$ cat src/rtl/risc_toy_pkg.sv
// Shared RISC_TOY definitions: datapath widths, opcode encodings and branch-condition codes.
// Imported by the fetch front end and the later pipeline stages.
package risc_toy_pkg;

    localparam int RT_AW = 30;
    localparam int RT_DW = 32;

    typedef enum logic [4:0] {
        OP_ADDI = 5'd0,
        OP_ANDI = 5'd1,
        OP_ORI  = 5'd2,
        OP_MOVI = 5'd3,
        OP_ADD  = 5'd4,
        OP_SUB  = 5'd5,
        OP_NEG  = 5'd6,
        OP_NOT  = 5'd7,
        OP_AND  = 5'd8,
        OP_OR   = 5'd9,
        OP_XOR  = 5'd10,
        OP_LSR  = 5'd11,
        OP_ASR  = 5'd12,
        OP_SHL  = 5'd13,
        OP_ROR  = 5'd14,
        OP_BR   = 5'd15,
        OP_BRL  = 5'd16,
        OP_J    = 5'd17,
        OP_JL   = 5'd18,
        OP_LD   = 5'd19,
        OP_LDR  = 5'd20,
        OP_ST   = 5'd21,
        OP_STR  = 5'd22
    } opcode_e;

    typedef enum logic [2:0] {
        COND_NEVER   = 3'd0,
        COND_ALWAYS  = 3'd1,
        COND_ZERO    = 3'd2,
        COND_NONZERO = 3'd3,
        COND_GE0     = 3'd4,
        COND_LT0     = 3'd5
    } cond_e;

endpackage

$ cat src/rtl/risc_toy_fetch_if.sv
// Fetch-stage bus: instruction-memory request/response, EX redirect and the decode handshake.
interface risc_toy_fetch_if
    import risc_toy_pkg::*;
#(
    parameter int AW = RT_AW,
    parameter int DW = RT_DW
);
    logic          IREQ;
    logic [AW-1:0] IADDR;
    logic [DW-1:0] INSTR;
    logic          REDIR_VALID;
    logic [AW-1:0] REDIR_ADDR;
    logic          OUT_VALID;
    logic          OUT_READY;
    logic [DW-1:0] OUT_INSTR;
    logic [AW-1:0] OUT_PC;

    modport master (
        output IREQ, IADDR, OUT_VALID, OUT_INSTR, OUT_PC,
        input  INSTR, REDIR_VALID, REDIR_ADDR, OUT_READY
    );

    modport slave (
        input  IREQ, IADDR, OUT_VALID, OUT_INSTR, OUT_PC,
        output INSTR, REDIR_VALID, REDIR_ADDR, OUT_READY
    );
endinterface

$ cat src/rtl/risc_toy_fetch_queue.sv
// In-order instruction queue for the fetch stage: synchronous FIFO with push/pop and a
// dominant flush; the count output lets the fetch logic throttle requests.
module risc_toy_fetch_queue #(
    parameter  int WIDTH = 62,
    parameter  int DEPTH = 4,
    localparam int PW    = $clog2(DEPTH),
    localparam int CW    = PW + 1
) (
    input  logic             CLK,
    input  logic             RST,
    input  logic             flush,
    input  logic             push,
    input  logic [WIDTH-1:0] push_data,
    input  logic             pop,
    output logic [WIDTH-1:0] head_data,
    output logic [CW-1:0]    count
);
    localparam logic [CW-1:0] DEPTH_C = CW'(DEPTH);

    logic [WIDTH-1:0] mem_r [DEPTH];
    logic [PW-1:0]    wr_ptr_r;
    logic [PW-1:0]    rd_ptr_r;
    logic [CW-1:0]    count_r;
    logic             do_push_s;
    logic             do_pop_s;

    // Qualify push/pop against full/empty so the pointers can never be corrupted.
    always_comb begin
        do_push_s = push & (count_r != DEPTH_C);
        do_pop_s  = pop  & (count_r != {CW{1'b0}});
    end

    // Storage, pointers and occupancy; reset and flush take priority over traffic.
    always_ff @(posedge CLK) begin
        if (RST) begin
            for (int i = 0; i < DEPTH; i++) begin
                mem_r[i] <= {WIDTH{1'b0}};
            end
            wr_ptr_r <= {PW{1'b0}};
            rd_ptr_r <= {PW{1'b0}};
            count_r  <= {CW{1'b0}};
        end else if (flush) begin
            wr_ptr_r <= {PW{1'b0}};
            rd_ptr_r <= {PW{1'b0}};
            count_r  <= {CW{1'b0}};
        end else begin
            if (do_push_s) begin
                mem_r[wr_ptr_r] <= push_data;
                wr_ptr_r        <= wr_ptr_r + 1'b1;
            end
            if (do_pop_s) begin
                rd_ptr_r <= rd_ptr_r + 1'b1;
            end
            case ({do_push_s, do_pop_s})
                2'b10:   count_r <= count_r + 1'b1;
                2'b01:   count_r <= count_r - 1'b1;
                default: count_r <= count_r;
            endcase
        end
    end

    assign head_data = mem_r[rd_ptr_r];
    assign count     = count_r;

endmodule

$ cat src/rtl/risc_toy_fetch.sv
// RISC_TOY instruction-fetch front end: owns the PC, issues one fetch per cycle while the
// queue has room, queues returning instructions and hands them to decode; EX redirects flush.
module risc_toy_fetch
    import risc_toy_pkg::*;
#(
    parameter int AW    = RT_AW,
    parameter int DW    = RT_DW,
    parameter int DEPTH = 4
) (
    input logic               CLK,
    input logic               RST,
    risc_toy_fetch_if.master  bus
);
    localparam int CW = $clog2(DEPTH) + 1;
    localparam logic [CW:0] DEPTH_C = (CW + 1)'(DEPTH);

    logic [AW-1:0]    pc_r;
    logic [AW-1:0]    req_addr_r;
    logic             inflight_r;
    logic             kill_r;
    logic             rst_q_r;

    logic [CW-1:0]    count_s;
    logic [AW+DW-1:0] head_s;
    logic [CW:0]      occ_s;
    logic             out_valid_s;
    logic             pop_s;
    logic             ireq_s;
    logic             q_push_s;
    logic             q_pop_s;
    logic             q_flush_s;

    // Issue decision: occupancy counts queued entries plus the fetch still in flight.
    always_comb begin
        out_valid_s = (count_s != {CW{1'b0}});
        pop_s       = out_valid_s & bus.OUT_READY;
        occ_s       = {1'b0, count_s} + {{CW{1'b0}}, inflight_r} - {{CW{1'b0}}, pop_s};
        ireq_s      = ~rst_q_r & ~bus.REDIR_VALID & (occ_s < DEPTH_C);
        q_flush_s   = bus.REDIR_VALID;
        q_push_s    = inflight_r & ~kill_r & ~bus.REDIR_VALID;
        q_pop_s     = pop_s & ~bus.REDIR_VALID;
    end

    // PC, outstanding-request tracking and response kill after a redirect.
    always_ff @(posedge CLK) begin
        if (RST) begin
            rst_q_r    <= 1'b1;
            pc_r       <= {AW{1'b0}};
            req_addr_r <= {AW{1'b0}};
            inflight_r <= 1'b0;
            kill_r     <= 1'b0;
        end else begin
            rst_q_r <= 1'b0;
            if (bus.REDIR_VALID) begin
                pc_r       <= bus.REDIR_ADDR;
                kill_r     <= inflight_r;
                inflight_r <= 1'b0;
            end else begin
                kill_r <= 1'b0;
                if (ireq_s) begin
                    pc_r       <= pc_r + 1'b1;
                    req_addr_r <= pc_r;
                    inflight_r <= 1'b1;
                end else begin
                    inflight_r <= 1'b0;
                end
            end
        end
    end

    risc_toy_fetch_queue #(
        .WIDTH (AW + DW),
        .DEPTH (DEPTH)
    ) u_queue (
        .CLK       (CLK),
        .RST       (RST),
        .flush     (q_flush_s),
        .push      (q_push_s),
        .push_data ({req_addr_r, bus.INSTR}),
        .pop       (q_pop_s),
        .head_data (head_s),
        .count     (count_s)
    );

    // Only a valid head is ever shown to decode; an empty queue presents zeros.
    always_comb begin
        if (out_valid_s) begin
            bus.OUT_PC    = head_s[AW+DW-1:DW];
            bus.OUT_INSTR = head_s[DW-1:0];
        end else begin
            bus.OUT_PC    = {AW{1'b0}};
            bus.OUT_INSTR = {DW{1'b0}};
        end
    end

    assign bus.IREQ      = ireq_s;
    assign bus.IADDR     = pc_r;
    assign bus.OUT_VALID = out_valid_s;

endmodule

$ cat src/flat_wrapper.sv
// flat-port wrapper written by rule: the top's interface ports become plain ports
module risc_toy_fetch_flat import risc_toy_pkg::*;
#(
    parameter int AW    = RT_AW,
    parameter int DW    = RT_DW,
    parameter int DEPTH = 4
)
  (CLK, RST, bus_IREQ, bus_IADDR, bus_OUT_VALID, bus_OUT_INSTR, bus_OUT_PC, bus_INSTR, bus_REDIR_VALID, bus_REDIR_ADDR, bus_OUT_READY);
  risc_toy_fetch_if #(.AW(AW), .DW(DW)) bus_i ();
  input logic CLK;
  input logic RST;
  output wire logic [$bits(bus_i.IREQ)-1:0] bus_IREQ;
  output wire logic [$bits(bus_i.IADDR)-1:0] bus_IADDR;
  output wire logic [$bits(bus_i.OUT_VALID)-1:0] bus_OUT_VALID;
  output wire logic [$bits(bus_i.OUT_INSTR)-1:0] bus_OUT_INSTR;
  output wire logic [$bits(bus_i.OUT_PC)-1:0] bus_OUT_PC;
  input wire logic [$bits(bus_i.INSTR)-1:0] bus_INSTR;
  input wire logic [$bits(bus_i.REDIR_VALID)-1:0] bus_REDIR_VALID;
  input wire logic [$bits(bus_i.REDIR_ADDR)-1:0] bus_REDIR_ADDR;
  input wire logic [$bits(bus_i.OUT_READY)-1:0] bus_OUT_READY;
  assign bus_IREQ = bus_i.IREQ;
  assign bus_IADDR = bus_i.IADDR;
  assign bus_OUT_VALID = bus_i.OUT_VALID;
  assign bus_OUT_INSTR = bus_i.OUT_INSTR;
  assign bus_OUT_PC = bus_i.OUT_PC;
  assign bus_i.INSTR = bus_INSTR;
  assign bus_i.REDIR_VALID = bus_REDIR_VALID;
  assign bus_i.REDIR_ADDR = bus_REDIR_ADDR;
  assign bus_i.OUT_READY = bus_OUT_READY;
  risc_toy_fetch #(.AW(AW), .DW(DW), .DEPTH(DEPTH)) u_core (.CLK(CLK), .RST(RST), .bus(bus_i));
endmodule
$ cat config.mk
export PLATFORM = sky130hd
export DESIGN_NAME = risc_toy_fetch_flat
export DESIGN_NICKNAME = d
export VERILOG_FILES = /design/src/rtl/risc_toy_pkg.sv /design/src/rtl/risc_toy_fetch_if.sv /design/src/rtl/risc_toy_fetch_queue.sv /design/src/rtl/risc_toy_fetch.sv /design/src/flat_wrapper.sv
export SDC_FILE = /design/constraint.sdc
export NUM_CORES = 1
export LEC_CHECK = 0
export BUFFER_PORTS_ARGS = -buffer_cell sky130_fd_sc_hd__buf_2
export CAP_MARGIN = 20
export CORE_MARGIN = 5
export CORE_UTILIZATION = 29
export CTS_BUF_LIST = sky130_fd_sc_hd__clkbuf_8
export CTS_CLUSTER_SIZE = 10
export DETAILED_ROUTE_END_ITERATION = 6
export GPL_TIMING_DRIVEN = 0
export PLACE_DENSITY = 0.46
export SYNTH_ARGS = -nofsm -noshare
export SYNTH_HDL_FRONTEND = slang
export SYNTH_SLANG_ARGS = --single-unit
$ cat constraint.sdc
create_clock -name CLK -period 8.4 [get_ports CLK]
set_clock_uncertainty 0.1 [all_clocks]
set_input_delay 1.26 -clock CLK [delete_from_list [all_inputs] [get_ports CLK]]
set_output_delay 1.26 -clock CLK [all_outputs]
set_load 0.03 [all_outputs]
==> insert_results.sql <==
INSERT INTO impl_metrics (metric_group, metric, value, unit) VALUES
('setup_path', 'r2r-start', 'u_core.u_queue.count[0]$_SDFFE_PP0P_', ''),
('clocking', 'clock-root-buffer', 'sky130_fd_sc_hd__clkbuf_8', ''),
('yosys', 'yosysWarnings', '0', ''),
('finish', 'finish.utilization', '34.87', '%'),
('global_routing', 'antenna_found_initial', '0', ''),
('clocking', 'cts.htree.levels', '2', ''),
('yosys', 'mappedNetlistNets', '1141', ''),
('floorplan', 'floorplan.core_area', '0.04976', 'sq mm'),
('clocking', 'ctsHoldBuffers', '0', ''),
('clocking', 'cts_tree', 'yes', ''),
('pwr', 'clkPwrFrac', '41.3', '%'),
('yosys', 'postSynthAreaPerCell', '13.56', 'sq um'),
('pwr', 'switching_share', '24.07', '%'),
('clocking', 'cts.repair.resized', '0', ''),
('pwr', 'intPower', '2.583', 'mW'),
('yosys', 'postSynth.asyncResetShare', '0', '%'),
('sta', 'rsz_0062_raised_after_global_routing', 'false', ''),
('yosys', 'synth_edf_count', '248', ''),
('sta', 'worst_slew_pin_slew', '0.9947', 'ns'),
('min_path', 'min_from', 'u_core.inflight_r$_SDFF_PP0_', ''),
('clocking', 'numClockSinks', '320', ''),
('sta', 'totalNegativeSetupSlack', '0', 'ns'),
('finish', 'layout.nets', '1363', ''),
('clocking', 'clk_path_buf_depth', '3', ''),
('pwr', 'finalPower', '3.402', 'mW'),
('place', 'placement.cell_area', '0.01629', 'sq mm'),
('pwr', 'leakage', '6.615', 'nW'),
('floorplan', 'boundaryPins', '160', ''),
('finish', 'fraction_of_layout_cells_with_a_size_suffix_above_1', '23.18', '%'),
('setup_path', 'setup.reg_to_reg.worst_slack', '4.65', 'ns'),
('sta', 'post-route-period-util', '65.69', '%'),
('yosys', 'ys_ff_latch', '320', ''),
('global_routing', 'global_route.overflow_total', '0', ''),
('drt', 'detailedRoute.firstPassIterationCount', '5', ''),
('setup_path', 'worstSetupPathType', 'in -> out', ''),
('min_path', 'hold_path_class', 'reg -> reg', ''),
('floorplan', 'num_rows', '82', ''),
('min_path', 'holdPathEnd', 'u_core.kill_r$_SDFF_PP0_', ''),
('yosys', 'post_syn_instances', '1069', ''),
('clocking', 'postCtsSetupBuffers', '0', ''),
('place', 'port_buffers', '159', ''),
('outcome', 'run_status', 'finished, final reports clean', ''),
('floorplan', 'fp.dieArea', '0.05455', 'sq mm'),
('setup_path', 'cp_data_required_time', '7.04', 'ns'),
('pwr', 'power.share.sequential', '53.0', '%'),
('drt', 'finalWirelength', '40100', 'microns'),
('finish', 'final-instance-count-excl-fill', '2005', ''),
('setup_path', 'critical_path.startpoint_type', 'primary input', ''),
('finish', 'num_antenna_cells', '0', ''),
('pwr', 'power.density', '196.1', 'mW/mm^2'),
('sta', 'final-hold-violation-count', '0', ''),
('floorplan', 'starting_density_of_the_core', '29.13', '%'),
('place', 'gpl.final_weighted_congestion', '0.7426', ''),
('global_routing', 'pin_count_of_the_biggest_net_entering_global_routing', '39', ''),
('setup_path', 'rr_worst_depth', '12', ''),
('place', 'inst_count_dp', '1905', ''),
('drt', 'wl_per_cell', '20.00', 'microns'),
('yosys', 'synth_flop_cell', 'sky130_fd_sc_hd__edfxtp_1', ''),
('setup_path', 'cp_data_arrival_time', '4.16', 'ns'),
('drt', 'first_drt_iteration_drcs', '541', ''),
('sta', 'max_freq', '181.2', 'MHz'),
('flow_run', 'timing.max_cap.violations', '0', ''),
('setup_path', 'worst-path-max-fanout', '10', ''),
('yosys', 'synth_area', '0.01449', 'sq mm'),
('drt', 'via_count', '9193', ''),
('place', 'place_hpwl', '26470', 'microns'),
('setup_path', 'crit_path_start', 'bus_OUT_READY', ''),
('drt', 'ant_nets', '0', ''),
('setup_path', 'worst_r2r_endpoint', 'u_core.req_addr_r[16]$_SDFFE_PP0P_', ''),
('finish', 'post-route-cell-area', '0.01735', 'sq mm'),
('global_routing', 'grt_pass1_wl', '60780', 'microns');
==> synth_stat cells (all sizes together) (2+ instances only) <==
library cell / count / share of area [%]
a2111oi: 18 / 1.1
a211oi: 28 / 1.5
a21o: 2 / 0.10
a21oi: 6 / 0.21
a311oi: 4 / 0.24
and2: 252 / 11
and3: 64 / 2.8
and4: 2 / 0.12
buf: 11 / 0.32
clkbuf: 70 / 1.8
dfxtp: 72 / 9.9
edfxtp: 248 / 51
ha: 5 / 0.43
inv: 13 / 0.34
mux2i: 30 / 2.1
mux4: 62 / 9.6
nand2: 18 / 0.47
nand2b: 2 / 0.086
nand3: 9 / 0.31
nand4: 9 / 0.49
nor2: 68 / 1.8
nor2b: 2 / 0.086
nor3: 7 / 0.24
nor3b: 3 / 0.16
nor4: 3 / 0.13
o211ai: 2 / 0.10
o21ai: 2 / 0.069
o21bai: 2 / 0.10
o31ai: 3 / 0.16
or2: 2 / 0.086
or3: 7 / 0.30
or4: 7 / 0.36
xnor2: 23 / 1.4
xor2: 5 / 0.30
==> placed cells by master, fill, tap and decap left out, types with 7 or more instances in the layout <==
cell / count
sky130_fd_sc_hd__a2111oi_0: 16
sky130_fd_sc_hd__nand2_1: 18
sky130_fd_sc_hd__nand3_1: 9
sky130_fd_sc_hd__buf_2: 163
sky130_fd_sc_hd__xnor2_1: 23
sky130_fd_sc_hd__clkinv_1: 15
sky130_fd_sc_hd__and3_1: 64
sky130_fd_sc_hd__or3_1: 7
sky130_fd_sc_hd__nor3_1: 7
sky130_fd_sc_hd__buf_1: 7
sky130_fd_sc_hd__clkbuf_8: 57
sky130_fd_sc_hd__mux4_2: 62
sky130_fd_sc_hd__a211oi_1: 28
sky130_fd_sc_hd__inv_1: 30
sky130_fd_sc_hd__clkbuf_1: 69
sky130_fd_sc_hd__edfxtp_1: 248
sky130_fd_sc_hd__and2_1: 252
sky130_fd_sc_hd__mux2i_1: 30
sky130_fd_sc_hd__nand4_1: 8
sky130_fd_sc_hd__dfxtp_1: 72
sky130_fd_sc_hd__or4_1: 7
sky130_fd_sc_hd__nor2_1: 68
==> layout make-up <==
| type | instances | area [sq um] | share of cell area (%) |
|---|---|---|---|
| Sequential cell | 320 | 8889 | 51.23 |
| Clock inverter | 43 | 279.0 | 1.608 |
| Multi-Input combinational cell | 655 | 5286 | 30.47 |
| Inverter | 13 | 48.80 | 0.2813 |
| Clock buffer | 57 | 784.5 | 4.522 |
| Tap cell | 672 | 840.8 | 4.846 |
| Buffer | 81 | 310.3 | 1.789 |
| Timing Repair Buffer | 164 | 910.9 | 5.250 |
==> sequential cells by signal, summed over array words and instances (netlist names), named ones only <==
signal                   cells
u_core.bus.IADDR            30
u_core.inflight_r            1
u_core.kill_r                1
u_core.req_addr_r           30
u_core.rst_q_r               1
u_core.u_queue.count         3
u_core.u_queue.mem_r       248
u_core.u_queue.rd_ptr_r      2
u_core.u_queue.wr_ptr_r      2
==> how the worst max path moves through the flow <==
stage | end | slack, ns | cells past startpoint
2_1_floorplan | u_core.u_queue.mem_r[1][0]$_SDFFCE_PN0P_ | 3.02 | 3
3_3_place_gp | u_core.u_queue.mem_r[1][7]$_SDFFCE_PN0P_ | -0.17 | 4
3_5_place_dp | bus_IREQ | 2.76 | 11
4_1_cts | bus_IREQ | 2.70 | 11
5_1_grt | bus_IREQ | 2.52 | 11
6_report | bus_IREQ | 2.88 | 11
==> metrics by stage <==
stage	worst slack, ns	hold slack, ns
floorplan	3.019	0.3664
finish	2.882	0.3998
CTS	2.704	0.4033
detailed placement	2.761	0.3953
global placement	-0.1670	0.3959
global route	2.523	0.4404
==> power groups by stage <==
stage	combinational, mW	clock, mW	sequential [mW]
3_3_place_gp	0.191	0	1.84
6_report	0.196	1.40	1.80
4_1_cts	0.202	1.46	1.80
2_1_floorplan	0.0962	0	1.84
3_5_place_dp	0.201	0	1.84
5_1_grt	0.214	1.52	1.81
==> routing by layer <==
layer / GRT usage, % / wire [microns] / vias up / part of all wire (%)
met1: 18.43 / 17340 / 4532 / 43
met3: 3.756 / 2133 / 60 / 5.3
li1: - / - / 4396 / -
met2: 25.26 / 19840 / 205 / 49
met4: 3.817 / 788 / 0 / 2.0
met5: 0 / 0 / - / 0
==> cells by family after synthesis <==
logic type      share of synthesized area (%)
compound gates                          3.738
xor+xnor                                1.692
fa+ha+maj                              0.5698
buf+inv                                 2.478
flops                                   61.33
mux                                     11.71
simple gates                            18.49
==> critical path, cell delays in order <==
cell and delay [ns]:
sky130_fd_sc_hd__buf_2 0.12, sky130_fd_sc_hd__and2_1 0.23, sky130_fd_sc_hd__ha_1 0.17, sky130_fd_sc_hd__inv_1 0.04
sky130_fd_sc_hd__ha_1 0.26, sky130_fd_sc_hd__and3b_1 0.18, sky130_fd_sc_hd__or4_1 0.46, sky130_fd_sc_hd__buf_2 0.19
sky130_fd_sc_hd__a211oi_1 0.57, sky130_fd_sc_hd__buf_2 0.41, sky130_fd_sc_hd__buf_2 0.27
Power figures use the tool's default switching activity.
